--- src/rtl/rdx2_butterfly.sv ---
`default_nettype none
// ============================================================================
// Module   : rdx2_butterfly
// Brief    : Pipelined radix-2 DIT butterfly, X = A + B*W, Y = A - B*W, with
//            rounding, optional halving, saturation and sticky overflow.
// Revision : 1.0
// ============================================================================
module rdx2_butterfly #(
   parameter int B_DATA = 18,
   parameter int B_TWD  = 18
) (
   input  logic                     clock_i,
   input  logic                     reset_i,
   input  logic                     clock_en_i,
   input  logic                     in_valid_i,
   input  logic                     scale_i,
   input  logic signed [B_DATA-1:0] a_re_i,
   input  logic signed [B_DATA-1:0] a_im_i,
   input  logic signed [B_DATA-1:0] b_re_i,
   input  logic signed [B_DATA-1:0] b_im_i,
   input  logic signed [B_TWD-1:0]  w_re_i,
   input  logic signed [B_TWD-1:0]  w_im_i,
   input  logic                     clr_ovf_i,
   output logic                     out_valid_o,
   output logic signed [B_DATA-1:0] x_re_o,
   output logic signed [B_DATA-1:0] x_im_o,
   output logic signed [B_DATA-1:0] y_re_o,
   output logic signed [B_DATA-1:0] y_im_o,
   output logic                     overflow_o
);
   localparam int PW = B_DATA + B_TWD;
   localparam int SW = PW + 1;
   localparam int TW = B_DATA + 2;
   localparam int AW = B_DATA + 3;
   localparam int DW = 4 * B_DATA + 2;
   localparam logic signed [SW-1:0] RND     = SW'(2 ** (B_TWD - 3));
   localparam logic signed [AW-1:0] SAT_MAX = AW'(2 ** (B_DATA - 1) - 1);
   localparam logic signed [AW-1:0] SAT_MIN = -SAT_MAX - AW'(1);

   // Returns {clipped, saturated result} of a +/- t with optional rounded halving.
   function automatic logic [B_DATA:0] add_sat(
      input logic signed [B_DATA-1:0] a,
      input logic signed [TW-1:0]     t,
      input logic                     sub,
      input logic                     half
   );
      logic signed [AW-1:0] s;
      logic                 clip;
      s = sub ? (AW'(a) - AW'(t)) : (AW'(a) + AW'(t));
      if (half) s = (s + AW'(1)) >>> 1;
      clip = 1'b0;
      if (s > SAT_MAX) begin
         s    = SAT_MAX;
         clip = 1'b1;
      end else if (s < SAT_MIN) begin
         s    = SAT_MIN;
         clip = 1'b1;
      end
      return {clip, s[B_DATA-1:0]};
   endfunction

   logic [DW-1:0]            dl_d;
   logic [DW-1:0]            dl_q [3];
   logic                     w_dvalid, w_dscale;
   logic signed [B_DATA-1:0] w_dare, w_daim, w_dbre, w_dbim;

   logic signed [PW-1:0]     mul_rr_q, mul_ii_q, mul_ri_q, mul_ir_q;
   logic signed [B_DATA-1:0] mul_are_q, mul_aim_q;
   logic                     mul_scale_q, mul_valid_q;

   logic signed [SW-1:0]     w_pr, w_pi;
   logic                     w_unused;
   logic signed [TW-1:0]     t_re_d, t_im_d, rnd_tre_q, rnd_tim_q;
   logic signed [B_DATA-1:0] rnd_are_q, rnd_aim_q;
   logic                     rnd_scale_q, rnd_valid_q;

   logic [B_DATA:0]          w_xr, w_xi, w_yr, w_yi;
   logic                     w_clip;
   logic signed [B_DATA-1:0] x_re_d, x_im_d, y_re_d, y_im_d;
   logic signed [B_DATA-1:0] x_re_q, x_im_q, y_re_q, y_im_q;
   logic                     out_valid_q;
   logic                     ovf_d, ovf_q;

   assign dl_d = {in_valid_i, scale_i, a_re_i, a_im_i, b_re_i, b_im_i};
   assign {w_dvalid, w_dscale, w_dare, w_daim, w_dbre, w_dbim} = dl_q[2];

   // Single rounding step: half-LSB bias, then drop the twiddle fraction bits.
   always_comb begin
      w_pr   = (SW'(mul_rr_q) - SW'(mul_ii_q) + RND) >>> (B_TWD - 2);
      w_pi   = (SW'(mul_ri_q) + SW'(mul_ir_q) + RND) >>> (B_TWD - 2);
      t_re_d = w_pr[TW-1:0];
      t_im_d = w_pi[TW-1:0];
   end
   assign w_unused = &{1'b0, w_pr[SW-1:TW], w_pi[SW-1:TW]};

   always_comb begin
      w_xr   = add_sat(rnd_are_q, rnd_tre_q, 1'b0, rnd_scale_q);
      w_xi   = add_sat(rnd_aim_q, rnd_tim_q, 1'b0, rnd_scale_q);
      w_yr   = add_sat(rnd_are_q, rnd_tre_q, 1'b1, rnd_scale_q);
      w_yi   = add_sat(rnd_aim_q, rnd_tim_q, 1'b1, rnd_scale_q);
      x_re_d = w_xr[B_DATA-1:0];
      x_im_d = w_xi[B_DATA-1:0];
      y_re_d = w_yr[B_DATA-1:0];
      y_im_d = w_yi[B_DATA-1:0];
      w_clip = rnd_valid_q & (w_xr[B_DATA] | w_xi[B_DATA] | w_yr[B_DATA] | w_yi[B_DATA]);
   end

   // Clearing wins over a same-edge overflow and ignores the clock enable.
   always_comb begin
      ovf_d = ovf_q;
      if (clr_ovf_i)
         ovf_d = 1'b0;
      else if (clock_en_i && w_clip)
         ovf_d = 1'b1;
   end

   always_ff @(posedge clock_i) begin
      if (reset_i) begin
         for (int i = 0; i < 3; i++) dl_q[i] <= '0;
         mul_rr_q    <= '0;
         mul_ii_q    <= '0;
         mul_ri_q    <= '0;
         mul_ir_q    <= '0;
         mul_are_q   <= '0;
         mul_aim_q   <= '0;
         mul_scale_q <= 1'b0;
         mul_valid_q <= 1'b0;
         rnd_tre_q   <= '0;
         rnd_tim_q   <= '0;
         rnd_are_q   <= '0;
         rnd_aim_q   <= '0;
         rnd_scale_q <= 1'b0;
         rnd_valid_q <= 1'b0;
         x_re_q      <= '0;
         x_im_q      <= '0;
         y_re_q      <= '0;
         y_im_q      <= '0;
         out_valid_q <= 1'b0;
      end else if (clock_en_i) begin
         dl_q[0]     <= dl_d;
         dl_q[1]     <= dl_q[0];
         dl_q[2]     <= dl_q[1];
         mul_rr_q    <= PW'(w_dbre) * PW'(w_re_i);
         mul_ii_q    <= PW'(w_dbim) * PW'(w_im_i);
         mul_ri_q    <= PW'(w_dbre) * PW'(w_im_i);
         mul_ir_q    <= PW'(w_dbim) * PW'(w_re_i);
         mul_are_q   <= w_dare;
         mul_aim_q   <= w_daim;
         mul_scale_q <= w_dscale;
         mul_valid_q <= w_dvalid;
         rnd_tre_q   <= t_re_d;
         rnd_tim_q   <= t_im_d;
         rnd_are_q   <= mul_are_q;
         rnd_aim_q   <= mul_aim_q;
         rnd_scale_q <= mul_scale_q;
         rnd_valid_q <= mul_valid_q;
         x_re_q      <= x_re_d;
         x_im_q      <= x_im_d;
         y_re_q      <= y_re_d;
         y_im_q      <= y_im_d;
         out_valid_q <= rnd_valid_q;
      end
   end

   always_ff @(posedge clock_i) begin
      if (reset_i)
         ovf_q <= 1'b0;
      else
         ovf_q <= ovf_d;
   end

   assign out_valid_o = out_valid_q;
   assign x_re_o      = x_re_q;
   assign x_im_o      = x_im_q;
   assign y_re_o      = y_re_q;
   assign y_im_o      = y_im_q;
   assign overflow_o  = ovf_q;
endmodule
`default_nettype wire

--- config.mk ---
export PLATFORM = sky130hd
export DESIGN_NAME = rdx2_butterfly
export DESIGN_NICKNAME = d
export VERILOG_FILES = /design/src/rtl/rdx2_butterfly.sv
export SDC_FILE = /design/constraint.sdc
export NUM_CORES = 2
export LEC_CHECK = 0
export CELL_PAD_IN_SITES_DETAIL_PLACEMENT = 0
export CELL_PAD_IN_SITES_GLOBAL_PLACEMENT = 1
export CORE_AREA = 2 2 512 514
export CTS_BUF_LIST = sky130_fd_sc_hd__clkbuf_8
export DETAILED_ROUTE_END_ITERATION = 8
export DIE_AREA = 0 0 514 516
export GPL_TIMING_DRIVEN = 0
export PLACE_DENSITY_LB_ADDON = 0.1
export SETUP_SLACK_MARGIN = 0.02
export SLEW_MARGIN = 0
export SYNTH_ARGS = -nofsm -noshare
export SYNTH_HDL_FRONTEND = slang
export SYNTH_SLANG_ARGS = --single-unit
--- constraint.sdc ---
create_clock -name clock_i -period 10.85 [get_ports clock_i]
set_input_delay 2.7125 -clock clock_i [delete_from_list [all_inputs] [get_ports clock_i]]
set_output_delay 2.7125 -clock clock_i [all_outputs]
set_load 0.01 [all_outputs]
=== Word-level counts from Yosys, hierarchy flattened ===
Memories as Yosys holds them, arrays and structs flattened.
Index checks and enable logic that the tools add are counted.

* RAM bits: 222
* Memories kept: 1
* Word-level logic and storage cells: 82
* Flip-flop bits (word level): 334
* Input bits: 114

{| class="wikitable"
|+ Memory list
! name !! words !! width !! rd ports !! clocked after Yosys merged registers in !! wr ports !! line !! text
|-
| dl_q || 3 || 74 || 3 || 0 || 3 || 63 || <nowiki>logic [DW-1:0] dl_q [3];</nowiki>
|}

* Multiplexer cells: 28
* $mul: 4
* Order comparisons: 8
* Reduce and logical (&&, ||, !) cells: 2
* $add $sub $neg: 12
* Bitwise operators: 7

{| class="wikitable"
|+ Operators with widths
! cell !! count
|-
| $mux 74 || 3
|-
| $mul 18x18->36 || 4
|-
| $mux 18 || 8
|-
| $add 21x2->21 const B || 4
|-
| $gt 21x18->1 const B || 4
|-
| $lt 21x18->1 const B || 4
|-
| $mux 21 || 4
|-
| $add 36x17->36 const B || 2
|-
| $add 18x20->21 || 2
|-
| $sub 18x20->21 || 2
|-
| $add 36x36->36 || 1
|-
| $sub 36x36->36 || 1
|-
| $mux 1 || 13
|-
| $or 1x1->1 || 6
|-
| $reduce_or 2->1 || 1
|-
| $and 1x1->1 || 1
|-
| $logic_and 1x1->1 || 1
|}

=== Depth between registers and ports, before layout ===
* Depth after elaboration: 11
* Depth in mapped cells: 28
* Depth with buffers taken out: 26

=== Least setup slack after synthesis ===
OpenSTA, ideal clock, no wires.

* Path kind: input port to flip-flop
* From: input clock_en_i
* To: register rnd_tre_q[18]
* Slack: 0.510 ns
* Library setup time: 0.446 ns
* Path buffers: 2
* Required time: 10.404 ns
* Stages on the path: 5
* Data arrival time: 9.894 ns
* Cells stage by stage: clkbuf_1 -> nor2_1 -> clkinv_1 -> clkbuf_1 -> o32ai_1

{| class="wikitable"
|+ RTL lines
! element !! line !! text
|-
| start: declaration || 14 || <nowiki>input logic clock_en_i,</nowiki>
|-
| end signal: assignment || 151 || <nowiki>rnd_tre_q <= t_re_d;</nowiki>
|-
| end: declaration || 73 || <nowiki>logic signed [TW-1:0] t_re_d, t_im_d, rnd_tre_q, rnd_tim_q;</nowiki>
|}

=== Worst setup path after layout ===
* From: input w_re_i[14]
* To: register mul_rr_q[33]

* Longest elaborated chain between the ends: 1

{| class="wikitable"
|+ RTL lines
! element !! line !! text
|-
| start: declaration || 21 || <nowiki>input logic signed [B_TWD-1:0] w_re_i,</nowiki>
|-
| $mul 18x18->36 || 143 || <nowiki>mul_rr_q <= PW'(w_dbre) * PW'(w_re_i);</nowiki>
|-
| end signal: assignment || 143 ||
|-
| end: declaration || 67 || <nowiki>logic signed [PW-1:0] mul_rr_q, mul_ii_q, mul_ri_q, mul_ir_q;</nowiki>
|}

Every way passes these cells.
A chain may end at the register's enable or synchronous reset.

==> flow_summary.yaml <==
setup_path:
  worstPathRequired_ns: 11.58
  cp_slowest_stage_delay_ns: 1.14
  crit_arrival_ns: 11.46
  crit_top_cell: "fa_1"
  critPathBufInv: 4
  worstSetupStartpointType: "input pin"
  crit_path_max_fanout: 10
  crit_family: "adder cells"
  cp-end-kind: "flop"
  cp_cell_sequence: "clkdlybuf4s50_1 > clkbuf_1 > and2_1 > fa_1 > ha_1 > inv_1 > fa_1 > fa_1 > fa_1 > inv_1 > fa_1 > ha_1 > nand2_1 > nor2_1 > a21oi_1 > a21oi_1 > o31ai_1 > o211a_1 > o21ai_0 > a21oi_1 > xnor2_1 > o21ai_0"
  slowest_stage: "clkbuf_1"
  path_class: "input pin to flop"
cells_and_area:
  postLayoutCellArea_um2: 86300
  ff_latch_area_um2: 13400
  drive_gt1_frac: 0.0353
  final_cell_count_no_fill: 12210
  syn2layout_area_growth_pct: 11.1
  final_nets: 10719
  multi_input_area_um2: 57000
  nFillCells: 27290
power:
  p_per_area_nw_per_um2: 324
  finalPower_uw: 27900
  max-vdd-ir-drop_mv: 0.548
  leakagePower_uw: 0.0393
yosys:
  seq_area_frac_synth: 0.172
  ys_async_sr_fraction: 0
  ys.flop_type: "dfxtp_1"
  ys_warn_count: 0
  syn_inst: 8415
  synth.top_cells.by_count: "1527 x inv_1, 1320 x fa_1, 972 x nand2_1, 701 x and2_1, 590 x ha_1"
  syn-cell-area_um2: 77600
  synth_top_area_share: 0.340
  ys_types: 99
  yosysTopAreaCell: "fa_1"
  netlist_top_cells_area: "fa_1 34%, ha_1 9.5%, dfxtp_1 8.6%"
  yosysMostFrequentCell: "inv_1"
  avgSynthCellArea_um2: 9.23
  yosys_register_bits: 556
  synth_edf_count: 222
  synthesis.nets: 10439
placed_design:
  place_inst: 11988
  placed_area_um2: 83700
  portBuffers: 163
  hpwl_mm: 265
  gp_congestion: 0.908
grt:
  grt_pass1_vias: 60445
  grt_pass1_wl_mm: 457
  grt_antenna_before_repair: 70
  grt_max_degree: 64
  grt_usage: 0.244
  gr-total-overflow: 0
sta:
  slew_viol_final: 21
  fmax_mhz: 93.2
  hold_ws_ns: 0.447
  hold_viol_final: 0
  grt_setup_unrepaired: "no"
  worst_pin_slew_ns: 1.53
  min_period_over_period: 0.989
  timing.setup.tns_ns: 0
  period_needed_ns: 10.73
  setup_viol: 0
  finClkSkew_ns: 0.0778
  relSlewSlack: -0.0224
routing:
  via_count: 60290
  routed_wl_mm: 322
  drt_iter0_markers: 4937
  ant_nets: 0
  detail_route.wl_per_cell_um: 26.4
  post-route-drc-count: 0
  vias_per_cell: 4.94
  dr.pass1.iters: 5
cts:
  cts_buffers: 105
  clkTransAtPathRegs_ns: 0.06
  h-tree-depth: 3
  cts_tree: "done"
  cts_hold_buf: 0
  clockBufferDepth: 3
  cts_root_buffer: "clkbuf_8"
  insertion_delay_ns: 0.91
  clock-sinks: 556
floorplanning:
  rows: 187
  die_w_um: 514
  num_io_pins: 188
  initial_core_util: 0.299
  dieArea_um2: 265000
  die_h_um: 516
  core_um2: 259000
status:
  violations: "capacitance limit, slew limit"
  status: "complete, but fails checks"
flow_run:
  drv_cap: 3
min_path:
  min_path_type: "flop to flop"
-- metrics by stage --
step	setup WS [ns]	util
detailed placement	-2.02	0.323
global route	0.0640	0.333
CTS	0.0133	0.332
floorplan	0.510	-
finish	0.124	0.333
global placement	-3.77	0.322
-- worst register-to-register path, delay by kind of cell (launching register included) --
| family | cells | cell delay, ns |
|---|---|---|
| fa+ha+maj | 8 | 2.92 |
| simple gates | 3 | 0.51 |
| xor+xnor | 1 | 0.83 |
| buf+inv | 6 | 1.83 |
| compound gates | 9 | 2.83 |
| flops | 1 | 0.51 |
-- state kept, by name, summed over array words and instances (netlist names), 18 cells and up --
| signal | cells |
|---|---|
| x_im_o | 18 |
| dl_q | 222 |
| rnd_tre_q | 20 |
| mul_ri_q | 36 |
| mul_ii_q | 36 |
| x_re_o | 18 |
| mul_are_q | 18 |
| rnd_tim_q | 20 |
| rnd_aim_q | 18 |
| y_re_o | 18 |
| y_im_o | 18 |
| mul_aim_q | 18 |
| rnd_are_q | 18 |
| mul_ir_q | 36 |
| mul_rr_q | 36 |
-- cell usage in the layout, fill, tap and decap left out, types with 207 or more instances in the layout --
master	synthesis	layout
ha_1	590	590
clkbuf_1	412	347
fa_1	1320	1319
inv_1	1527	1560
a21oi_1	264	264
nand2_1	972	972
edfxtp_1	222	222
o21ai_0	207	207
dfxtp_1	334	334
nor2_1	406	406
and2_1	701	701
-- power breakdown --
group	internal (uW)	leakage (uW)	switching (uW)	total (uW)
Clock	1140	0.00125	1030	2170
Sequential	2590	0.00518	238	2830
Combinational	7910	0.0328	15000	22900
-- per-layer routing --
metal | vias to the layer above | track usage | routed length, um
met1 | 31206 | 0.362 | 152000
met5 | - | 0 | 59
li1 | 26965 | - | -
met4 | 10 | 0.0562 | 8180
met2 | 1863 | 0.370 | 140000
met3 | 246 | 0.0354 | 21400
-- cells by family (layout without fill, tap and decap cells) --
kind of cell    after synthesis  after routing  synth area share
compound gates             1002           1002            0.0855
xor+xnor                    236            236            0.0266
fa+ha+maj                  1910           1910             0.435
buf+inv                    1971           2332            0.0960
flops                       556            556             0.172
mux                         171            171            0.0221
other cells                   0             32                 0
simple gates               2569           2569             0.162
-- worst paths after layout --
check / depth (start not counted) / start / endpoint / slack, ns
max: 22 / w_re_i[14] / mul_rr_q[33] / 0.12
min reg2reg: 2 / y_re_o[16] / y_re_o[16] / 0.45
min: 2 / y_re_o[16] / y_re_o[16] / 0.45
max reg2reg: 27 / dl_q[0][169] / mul_ri_q[27] / 1.33
-- layout make-up --
type	count	share of cell area
multi-input combinational	5888	0.660
sequential	556	0.155
inverter	1529	0.0666
tap	3402	0.0493
timing repair buffer	175	0.0216
buffer	440	0.0210
clock buffer	126	0.0201
clock inverter	62	0.00534
antenna	32	0.000928
-- timing repair --
| action | in CTS | in global routing |
|---|---|---|
| gates resized for setup | 52 | 61 |
| buffers inserted | 2 | 0 |
| endpoints found under the setup margin | 24 | 16 |
Note: power is estimated with default switching activity, not from simulation.
